## src/rtl/c_hazard_unit.sv

```systemverilog
// -----------------------------------------------------------------------------
// c_hazard_unit
//
// Hazard detection and forwarding control for a five-stage pipeline with a
// multi-cycle execute unit.
//
// Ports
//   clk, reset                 : clock, synchronous active-high reset
//   Rs1D, Rs2D                 : decode-stage source registers
//   Rs1E, Rs2E, RdE            : execute-stage sources / destination
//   RdM, RdW                   : memory / writeback destinations
//   RegWE_E_E, RegWE_W_E       : execute dest written by EX result / by a
//                                writeback-only result (e.g. a load)
//   RegWE_M, RegWE_W_M         : memory stage writes (any path / WB-only path)
//   RegWE_W                    : writeback stage writes a register
//   BranchTakenE               : execute redirects the PC
//   ms_start_E, ms_done        : multi-cycle op present in E / result valid
//   StallF, StallD, StallE     : pipeline-register hold controls
//   FlushD, FlushE             : pipeline-register bubble controls
//   ForwardAE, ForwardBE       : 00 regfile, 01 W result, 10 M result
//   ms_go                      : one-cycle start pulse to the multi-cycle unit
//   ms_timeout                 : one-cycle watchdog pulse
//   fsm_busy_dbg               : 1 while the multi-cycle FSM is in BUSY
//
// Configuration macro: HAZARD_FORWARD_EN
//   defined   : M/W forwarding into execute; only writeback-only producers
//               (loads) in E or M stall decode.
//   undefined : no forwarding (Forward*E tied to 00); any pending write in E
//               or M with a matching decode source stalls decode.
//
// Handshake with the multi-cycle unit: ms_go pulses in the first cycle the op
// is seen in execute; the unit answers with ms_done for one cycle. The stall is
// released in the ms_done cycle itself, so the op leaves E at the next edge.
// -----------------------------------------------------------------------------
module c_hazard_unit (
    input  logic       clk,
    input  logic       reset,
    input  logic [4:0] Rs1D,
    input  logic [4:0] Rs2D,
    input  logic [4:0] Rs1E,
    input  logic [4:0] Rs2E,
    input  logic [4:0] RdE,
    input  logic [4:0] RdM,
    input  logic [4:0] RdW,
    input  logic       RegWE_E_E,
    input  logic       RegWE_W_E,
    input  logic       RegWE_M,
    input  logic       RegWE_W_M,
    input  logic       RegWE_W,
    input  logic       BranchTakenE,
    input  logic       ms_start_E,
    input  logic       ms_done,
    output logic       StallF,
    output logic       StallD,
    output logic       StallE,
    output logic       FlushD,
    output logic       FlushE,
    output logic [1:0] ForwardAE,
    output logic [1:0] ForwardBE,
    output logic       ms_go,
    output logic       ms_timeout,
    output logic       fsm_busy_dbg
);

    typedef enum logic {
        IDLE = 1'b0,
        BUSY = 1'b1
    } state_t;

    state_t     state_q, state_d;
    logic [5:0] cnt_q, cnt_d;

    logic ms_stall;
    logic ms_go_raw;
    logic ms_timeout_raw;

    // A producer is "pending" when its value cannot yet reach decode's consumer
    // in time, so decode must wait one more cycle.
    logic e_pending;
    logic m_pending;
    logic data_hazard;
    logic [1:0] fwd_a;
    logic [1:0] fwd_b;

`ifdef HAZARD_FORWARD_EN
    logic m_fwd_ok;
    logic w_fwd_ok;
    logic unused_fwd_inputs;

    assign e_pending = RegWE_W_E;
    assign m_pending = RegWE_W_M;

    // M can only forward an EX-computed value; a WB-only result in M is not
    // available yet and is handled by the decode stall instead.
    assign m_fwd_ok = RegWE_M && !RegWE_W_M && (RdM != 5'd0);
    assign w_fwd_ok = RegWE_W && (RdW != 5'd0);

    assign fwd_a = (m_fwd_ok && (RdM == Rs1E)) ? 2'b10 :
                   (w_fwd_ok && (RdW == Rs1E)) ? 2'b01 : 2'b00;
    assign fwd_b = (m_fwd_ok && (RdM == Rs2E)) ? 2'b10 :
                   (w_fwd_ok && (RdW == Rs2E)) ? 2'b01 : 2'b00;

    assign unused_fwd_inputs = RegWE_E_E;
`else
    logic unused_fwd_inputs;

    assign e_pending = RegWE_E_E | RegWE_W_E;
    assign m_pending = RegWE_M;
    assign fwd_a     = 2'b00;
    assign fwd_b     = 2'b00;

    assign unused_fwd_inputs = ^{Rs1E, Rs2E, RdW, RegWE_W, RegWE_W_M};
`endif

    // W is never checked: the register file writes through to decode.
    assign data_hazard =
        ((Rs1D != 5'd0) && ((e_pending && (RdE == Rs1D)) || (m_pending && (RdM == Rs1D)))) ||
        ((Rs2D != 5'd0) && ((e_pending && (RdE == Rs2D)) || (m_pending && (RdM == Rs2D))));

    // Multi-cycle FSM next state. Counter value k means BUSY cycle k+1.
    always_comb begin
        state_d        = state_q;
        cnt_d          = cnt_q;
        ms_stall       = 1'b0;
        ms_go_raw      = 1'b0;
        ms_timeout_raw = 1'b0;
        case (state_q)
            IDLE: begin
                if (ms_start_E) begin
                    ms_go_raw = 1'b1;
                    // A same-cycle answer needs no stall and no BUSY visit.
                    if (!ms_done) begin
                        ms_stall = 1'b1;
                        state_d  = BUSY;
                        cnt_d    = 6'd0;
                    end
                end
            end
            BUSY: begin
                if (ms_done) begin
                    state_d = IDLE;
                end else if (cnt_q == 6'd63) begin
                    ms_timeout_raw = 1'b1;
                    state_d        = IDLE;
                end else begin
                    ms_stall = 1'b1;
                    cnt_d    = cnt_q + 6'd1;
                end
            end
            default: begin
                state_d = IDLE;
            end
        endcase
    end

    always_ff @(posedge clk) begin
        if (reset) begin
            state_q <= IDLE;
            cnt_q   <= 6'd0;
        end else begin
            state_q <= state_d;
            cnt_q   <= cnt_d;
        end
    end

    // Pipeline controls. The multi-cycle stall freezes everything, so it masks
    // both flushes; a taken branch discards decode, so its hazard stall is moot.
    always_comb begin
        StallF       = 1'b0;
        StallD       = 1'b0;
        StallE       = 1'b0;
        FlushD       = 1'b0;
        FlushE       = 1'b0;
        ForwardAE    = 2'b00;
        ForwardBE    = 2'b00;
        ms_go        = 1'b0;
        ms_timeout   = 1'b0;
        fsm_busy_dbg = 1'b0;
        if (!reset) begin
            StallE       = ms_stall;
            StallF       = ms_stall | (data_hazard & ~BranchTakenE);
            StallD       = ms_stall | (data_hazard & ~BranchTakenE);
            FlushD       = BranchTakenE & ~ms_stall;
            FlushE       = (BranchTakenE | data_hazard) & ~ms_stall;
            ForwardAE    = fwd_a;
            ForwardBE    = fwd_b;
            ms_go        = ms_go_raw;
            ms_timeout   = ms_timeout_raw;
            fsm_busy_dbg = (state_q == BUSY);
        end
    end

endmodule
```

## config.mk

```make
export PLATFORM = sky130hd
export DESIGN_NAME = c_hazard_unit
export DESIGN_NICKNAME = d
export VERILOG_FILES = /design/src/rtl/c_hazard_unit.sv
export SDC_FILE = /design/constraint.sdc
export NUM_CORES = 1
export LEC_CHECK = 0
export CORE_ASPECT_RATIO = 0.7
export CORE_MARGIN = 1.5
export CORE_UTILIZATION = 24
export CTS_BUF_LIST = sky130_fd_sc_hd__clkbuf_4
export DETAILED_ROUTE_END_ITERATION = 6
export PLACE_DENSITY = 0.73
export SLEW_MARGIN = 30
export SYNTH_ARGS = -nofsm -noshare
export SYNTH_HDL_FRONTEND = slang
export SYNTH_SLANG_ARGS = --single-unit
export TNS_END_PERCENT = 50
```

## constraint.sdc

```tcl
create_clock -name clk -period 1.7 [get_ports clk]
set_input_delay 0.34 -clock clk [delete_from_list [all_inputs] [get_ports clk]]
set_output_delay 0.34 -clock clk [all_outputs]
set_load 0.05 [all_outputs]
```

==> results_dict.tcl, run 1 <==
set metrics [dict create \
    max_stage_delay_ns 0.34 \
    synth-edff-count 0 \
    path_delay_family "compound AO/OA/AOI/OAI gates" \
    regArea_um2 143 \
    fp.dieW_um 66.9 \
    hold_buffers 0 \
    wl_um 2300 \
    cp-endpoint "StallD" \
    cp.required_ns 1.36 \
    ys_ff_latch 7 \
    gr-total-overflow 0 \
    dr.pass1.iters 4 \
    netlist_top_cells_count "xnor2_1 (20), nand2_1 (10), dfxtp_1 (7), nor2_1 (7)" \
    antenna_found_initial 0 \
    yosysUniqueCellTypes 28 \
    ctsLongestPathBuffers 2 \
    hold_ws_ns 0.516 \
    grt_pass1_wl_um 3170 \
    outcome "finished, violations left" \
    crit_path_top_delay_cell "dfxtp_2" \
    synth.most_common_cell "xnor2_1" \
    place_area_um2 1280 \
    crit_path_start_kind "register" \
    peakVddDrop_uv 402 \
    worst-path-buf-inv 1 \
    die_area_um2 3200 \
    wl_per_cell_um 12.8 \
    tritoncts "done" \
    crit_type "reg2out" \
    viasPerCell 4.56 \
    design_area_um2 1400 \
    cp.depth 6 \
    rr_worst_depth 8 \
    syn_area_per_cell_um2 7.99 \
    rsz0062_at_grt "true" \
    pwr_density_cell_nw_per_um2 462 \
    initial_utilization_pct 24.9 \
    grtUsageTotal_pct 13.5 \
    async_reset_ff_share_pct 0 \
    synth_ff_type "dfxtp_1" \
    clk_pin_slew_worst_paths_ns 0.06 \
    io_buffers 35 \
    crit_start "cnt_q[1]" \
    layout-drive-gt1-share_pct 38.5 \
    setup_ws_ns -0.264 \
    multi_input_area_um2 612 \
    gp_congestion 0.709 \
    nFillCells 265 \
    r2r_end "cnt_q[5]" \
    power.total_mw 0.644 \
    cap_violations 0 \
    rows 16 \
    clkSinkCount 7 \
    dp_hpwl_um 1700 \
    finalHoldViolCount 0 \
    synth-seq-area-share_pct 20.4 \
    finalCritPeriodShare_pct 116 \
    timing.fmax_mhz 509 \
    grt_pass1_vias 753 \
    path_max_fanout 3 \
    antenna_cells 0 \
    ys_warn_count 0 \
    antenna_left 0 \
    yosys.area.top_type "xnor2_1" \
    pre_cts_slack_ns -0.577 \
    cts_root_buffer "clkbuf_4" \
    io_pins 57 \
    drt_iter0_markers 48 \
    r2r_slack_ns 0.13 \
    final_core_util_pct 50.5 \
    r2r-start "cnt_q[1]" \
    netlist_area_um2 687 \
    final_nets 190 \
    crit_chain "ha_4 -> and3_4 -> a311oi_4 -> and2b_4 -> o21bai_4 -> buf_12" \
    synth_area_leaders "xnor2_1 (26%), dfxtp_1 (20%), buf_4 (5.5%)" \
    min_path_type "reg2reg" \
    core_area_um2 2760 \
    syn_to_final_growth_pct 103 \
    yosysTopAreaCellShare_pct 25.5 \
    drc 0 \
    post-route-min-period_ns 1.96 \
    die_height_um 47.8 \
    numCtsBuffers 3 \
    violations "negative setup slack" \
    vias 816 \
    grt_start_max_net_pins 7 \
    end_kind "output port" \
    critical_path_arrival_ns 1.62 \
    setup_viol 6 \
    drv_slew 0 \
    syn_inst 86 \
    p_leak_nw 0.579 \
    clk-insertion-delay-late_ns 0.25 \
    skew_ns 0.00573 \
    htreeDepth 1 \
]
## state kept, by name, indices dropped and copies added (netlist names)
register,flops
cnt_q,6
state_q,1
## per-stage QoR
stage / instances / setup TNS, ns
3_5_place_dp: 170 / -2.74
5_1_grt: 179 / -1.73
6_report: 179 / -1.38
2_1_floorplan: 89 / -1.34
3_3_place_gp: 170 / -2.52
4_1_cts: 179 / -1.43
## cell usage in the layout (no fill, tap or decap), types with 5 or more instances in the layout
master,instances
buf_12,8
buf_4,19
clkdlybuf4s15_1,9
dfxtp_1,5
dlygate4sd2_1,9
nand2_1,10
nand4_1,5
nor2_1,7
xnor2_1,20
## per-layer routing
metal	vias up	GRT usage, %	part of all wire, %
met5	-	0	0
li1	403	-	-
met3	2	2.82	9.9
met4	0	4.90	0.74
met2	32	25.6	49
met1	379	15.5	40
## cell families after synthesis
logic type,after synthesis,synth area share [%]
buf+inv,7,6.56
other cells,1,0.546
flops,7,20.4
simple gates,34,25.5
xor+xnor,24,30.6
fa+ha+maj,1,1.82
compound gates,12,14.6
## tightest hold or removal path: cells and delay by family, from the launching register on
family / cells / cell delay (ns)
xor+xnor: 1 / 0.07
flops: 1 / 0.33
simple gates: 1 / 0.08
## worst min-delay path by stage
stage | from | to | slack, ns | depth (start not counted)
floorplan | cnt_q[1] | cnt_q[1] | 0.45 | 1
global placement | cnt_q[1] | cnt_q[1] | 0.46 | 1
detailed placement | cnt_q[1] | cnt_q[1] | 0.48 | 1
CTS | cnt_q[5] | cnt_q[5] | 0.52 | 2
global route | cnt_q[5] | cnt_q[5] | 0.56 | 2
finish | cnt_q[5] | cnt_q[5] | 0.52 | 2
## repair_timing
action	4_1_cts	5_1_grt
pin swaps	10	18
buffers inserted	5	0
endpoints found under the setup margin	7	7
gates cloned	0	0
gates resized for setup	31	25
## final cells by class
type                       instances  area share [%]
clock buffer                       4            2.15
multi-input combinational         75            43.9
sequential                         7            10.2
tap                               36            3.23
inverter                           2           0.538
timing repair buffer              55            40.0
## report_power, final
| part | leakage [nW] | switching [mW] | internal, mW |
|---|---|---|---|
| registers | 0.0576 | 0.00191 | 0.166 |
| clock network | 0.0184 | 0.0655 | 0.106 |
| logic | 0.503 | 0.152 | 0.153 |
Note: power is estimated with default switching activity, not from simulation.
==> run 2, diff against run 1 <==
--- a/config.mk
+++ b/config.mk
@@ -8,7 +8,6 @@
 export CORE_ASPECT_RATIO = 0.7
 export CORE_MARGIN = 1.5
 export CORE_UTILIZATION = 24
-export CTS_BUF_LIST = sky130_fd_sc_hd__clkbuf_4
 export DETAILED_ROUTE_END_ITERATION = 6
 export PLACE_DENSITY = 0.73
 export SLEW_MARGIN = 30
==> results_dict.tcl, run 2 (same netlist as run 1, synthesis figures left out) <==
set metrics [dict create \
    outcome "finished, violations left" \
    violations "negative setup slack" \
    pwr_density_cell_nw_per_um2 512 \
    power.total_mw 0.698 \
    io_buffers 35 \
    final_nets 189 \
    clk-insertion-delay-late_ns 0.22 \
    rsz0062_at_grt "true" \
    crit_path_top_delay_cell "dfxtp_2" \
    setup_viol 6 \
    fp.dieW_um 66.9 \
    min_from "cnt_q[1]" \
    cp.required_ns 1.36 \
    htreeDepth 1 \
    setup_ws_ns -0.223 \
    post-route-min-period_ns 1.92 \
    antenna_cells 0 \
    grtUsageTotal_pct 13.2 \
    numCtsBuffers 3 \
    grt_pass1_wl_um 3110 \
    critical_path_arrival_ns 1.58 \
    clk_pin_slew_worst_paths_ns 0.04 \
    cp.depth 6 \
    dr.pass1.iters 4 \
    design_area_um2 1360 \
    path_max_fanout 3 \
    min_path_type "reg2reg" \
    skew_ns 0.00119 \
    drt_iter0_markers 27 \
    rows 16 \
    antenna_left 0 \
    die_height_um 47.8 \
    r2r-start "cnt_q[1]" \
    final_cell_mix "xnor2_1 (19), buf_4 (18), clkbuf_2 (13)" \
    die_area_um2 3200 \
    largest_reg_flops 6 \
    cts_root_buffer "clkbuf_8" \
    r2r_slack_ns 0.14 \
    antenna_found_initial 0 \
    path_delay_family "compound AO/OA/AOI/OAI gates" \
    worst-path-buf-inv 1 \
    viasPerCell 4.42 \
    top_register "cnt_q" \
    place_area_um2 1280 \
    ctsLongestPathBuffers 2 \
    gr-total-overflow 0 \
    rr_worst_depth 8 \
    wl_per_cell_um 12.3 \
    io_pins 57 \
    dp_hpwl_um 1700 \
    peakVddDrop_uv 444 \
    tritoncts "done" \
    p_leak_nw 0.561 \
    hold_ws_ns 0.504 \
    grt_pass1_vias 742 \
    clkSinkCount 7 \
    finalCritPeriodShare_pct 113 \
    crit_path_start_kind "register" \
    end_kind "output port" \
    syn_to_final_growth_pct 98.4 \
    wl_um 2190 \
    cap_violations 0 \
    finalHoldViolCount 0 \
    setup-tns-final_ns -1.15 \
    crit_start "cnt_q[1]" \
    final_common_cell "xnor2_1" \
    r2r_end "cnt_q[5]" \
    cp-endpoint "StallD" \
    top_regs "cnt_q (6), state_q (1)" \
    drv_slew 0 \
    timing.fmax_mhz 520 \
    core_area_um2 2760 \
    layout-drive-gt1-share_pct 43.7 \
    initial_utilization_pct 24.9 \
    grt_start_max_net_pins 7 \
    gp_congestion 0.709 \
    crit_type "reg2out" \
    max_stage_delay_ns 0.33 \
    drc 0 \
    crit_chain "ha_4 -> and3_4 -> a311oi_4 -> and2b_4 -> o21bai_4 -> buf_12" \
    vias 787 \
]
## run 2: cell types whose count changed in the layout (fill, tap and decap cells not counted), sizes merged
cell / previous run / this run
clkdlybuf4s15: 9 / 5
clkbuf: 8 / 17
buf: 28 / 27
dlygate4sd2: 9 / 6
dlymetal6s2s: 2 / 0
## run 2: how the worst min path moves through the flow
stage,end,slack [ns],cells past startpoint
detailed placement,cnt_q[1],0.48,1
global route,cnt_q[1],0.52,1
floorplan,cnt_q[1],0.45,1
finish,cnt_q[1],0.50,1
CTS,cnt_q[1],0.51,1
global placement,cnt_q[1],0.46,1
## run 2: timing repair
item	CTS	global route
endpoints found under the setup margin	7	7
resized for setup	36	35
gates cloned	0	0
hold buffers	0	0
setup buffers	4	0
pin swaps	14	20
## run 2: metrics by stage
stage	util, %	cells	setup slack (ns)
finish	49.3	178	-0.223
detailed placement	46.5	170	-0.577
global route	49.3	178	-0.299
floorplan	-	89	-0.472
global placement	46.5	170	-0.556
CTS	49.8	178	-0.241
## run 2: routing by layer
metal / global-route usage, % / share of wire, %
met5: 0 / 0
met1: 15.6 / 43
met3: 2.82 / 8.1
met2: 23.8 / 48
met4: 6.12 / 1.1
## run 2: worst reg2reg max path: cells and delay by family, from the launching register on
kind                     cells  cell delay [ns]
AO/OA/AOI/OAI                1             0.22
XOR/XNOR                     1             0.15
adder cells (fa/ha/maj)      1             0.15
buffers and inverters        2             0.27
flip-flops                   1             0.33
AND/OR/NAND/NOR              3             0.32
## run 2: report_power, final
part | internal (mW) | switching, mW
clock | 0.162 | 0.0675
combinational | 0.149 | 0.150
sequential | 0.167 | 0.00194
## run 2: layout make-up
cell class              count  area, um^2
flip-flops and latches      7         143
repair buffers             54         504
multi-input cells          75         618
inverters                   2        7.51
clock buffers               4        45.0
fillers                   266        1400
well taps                  36        45.0
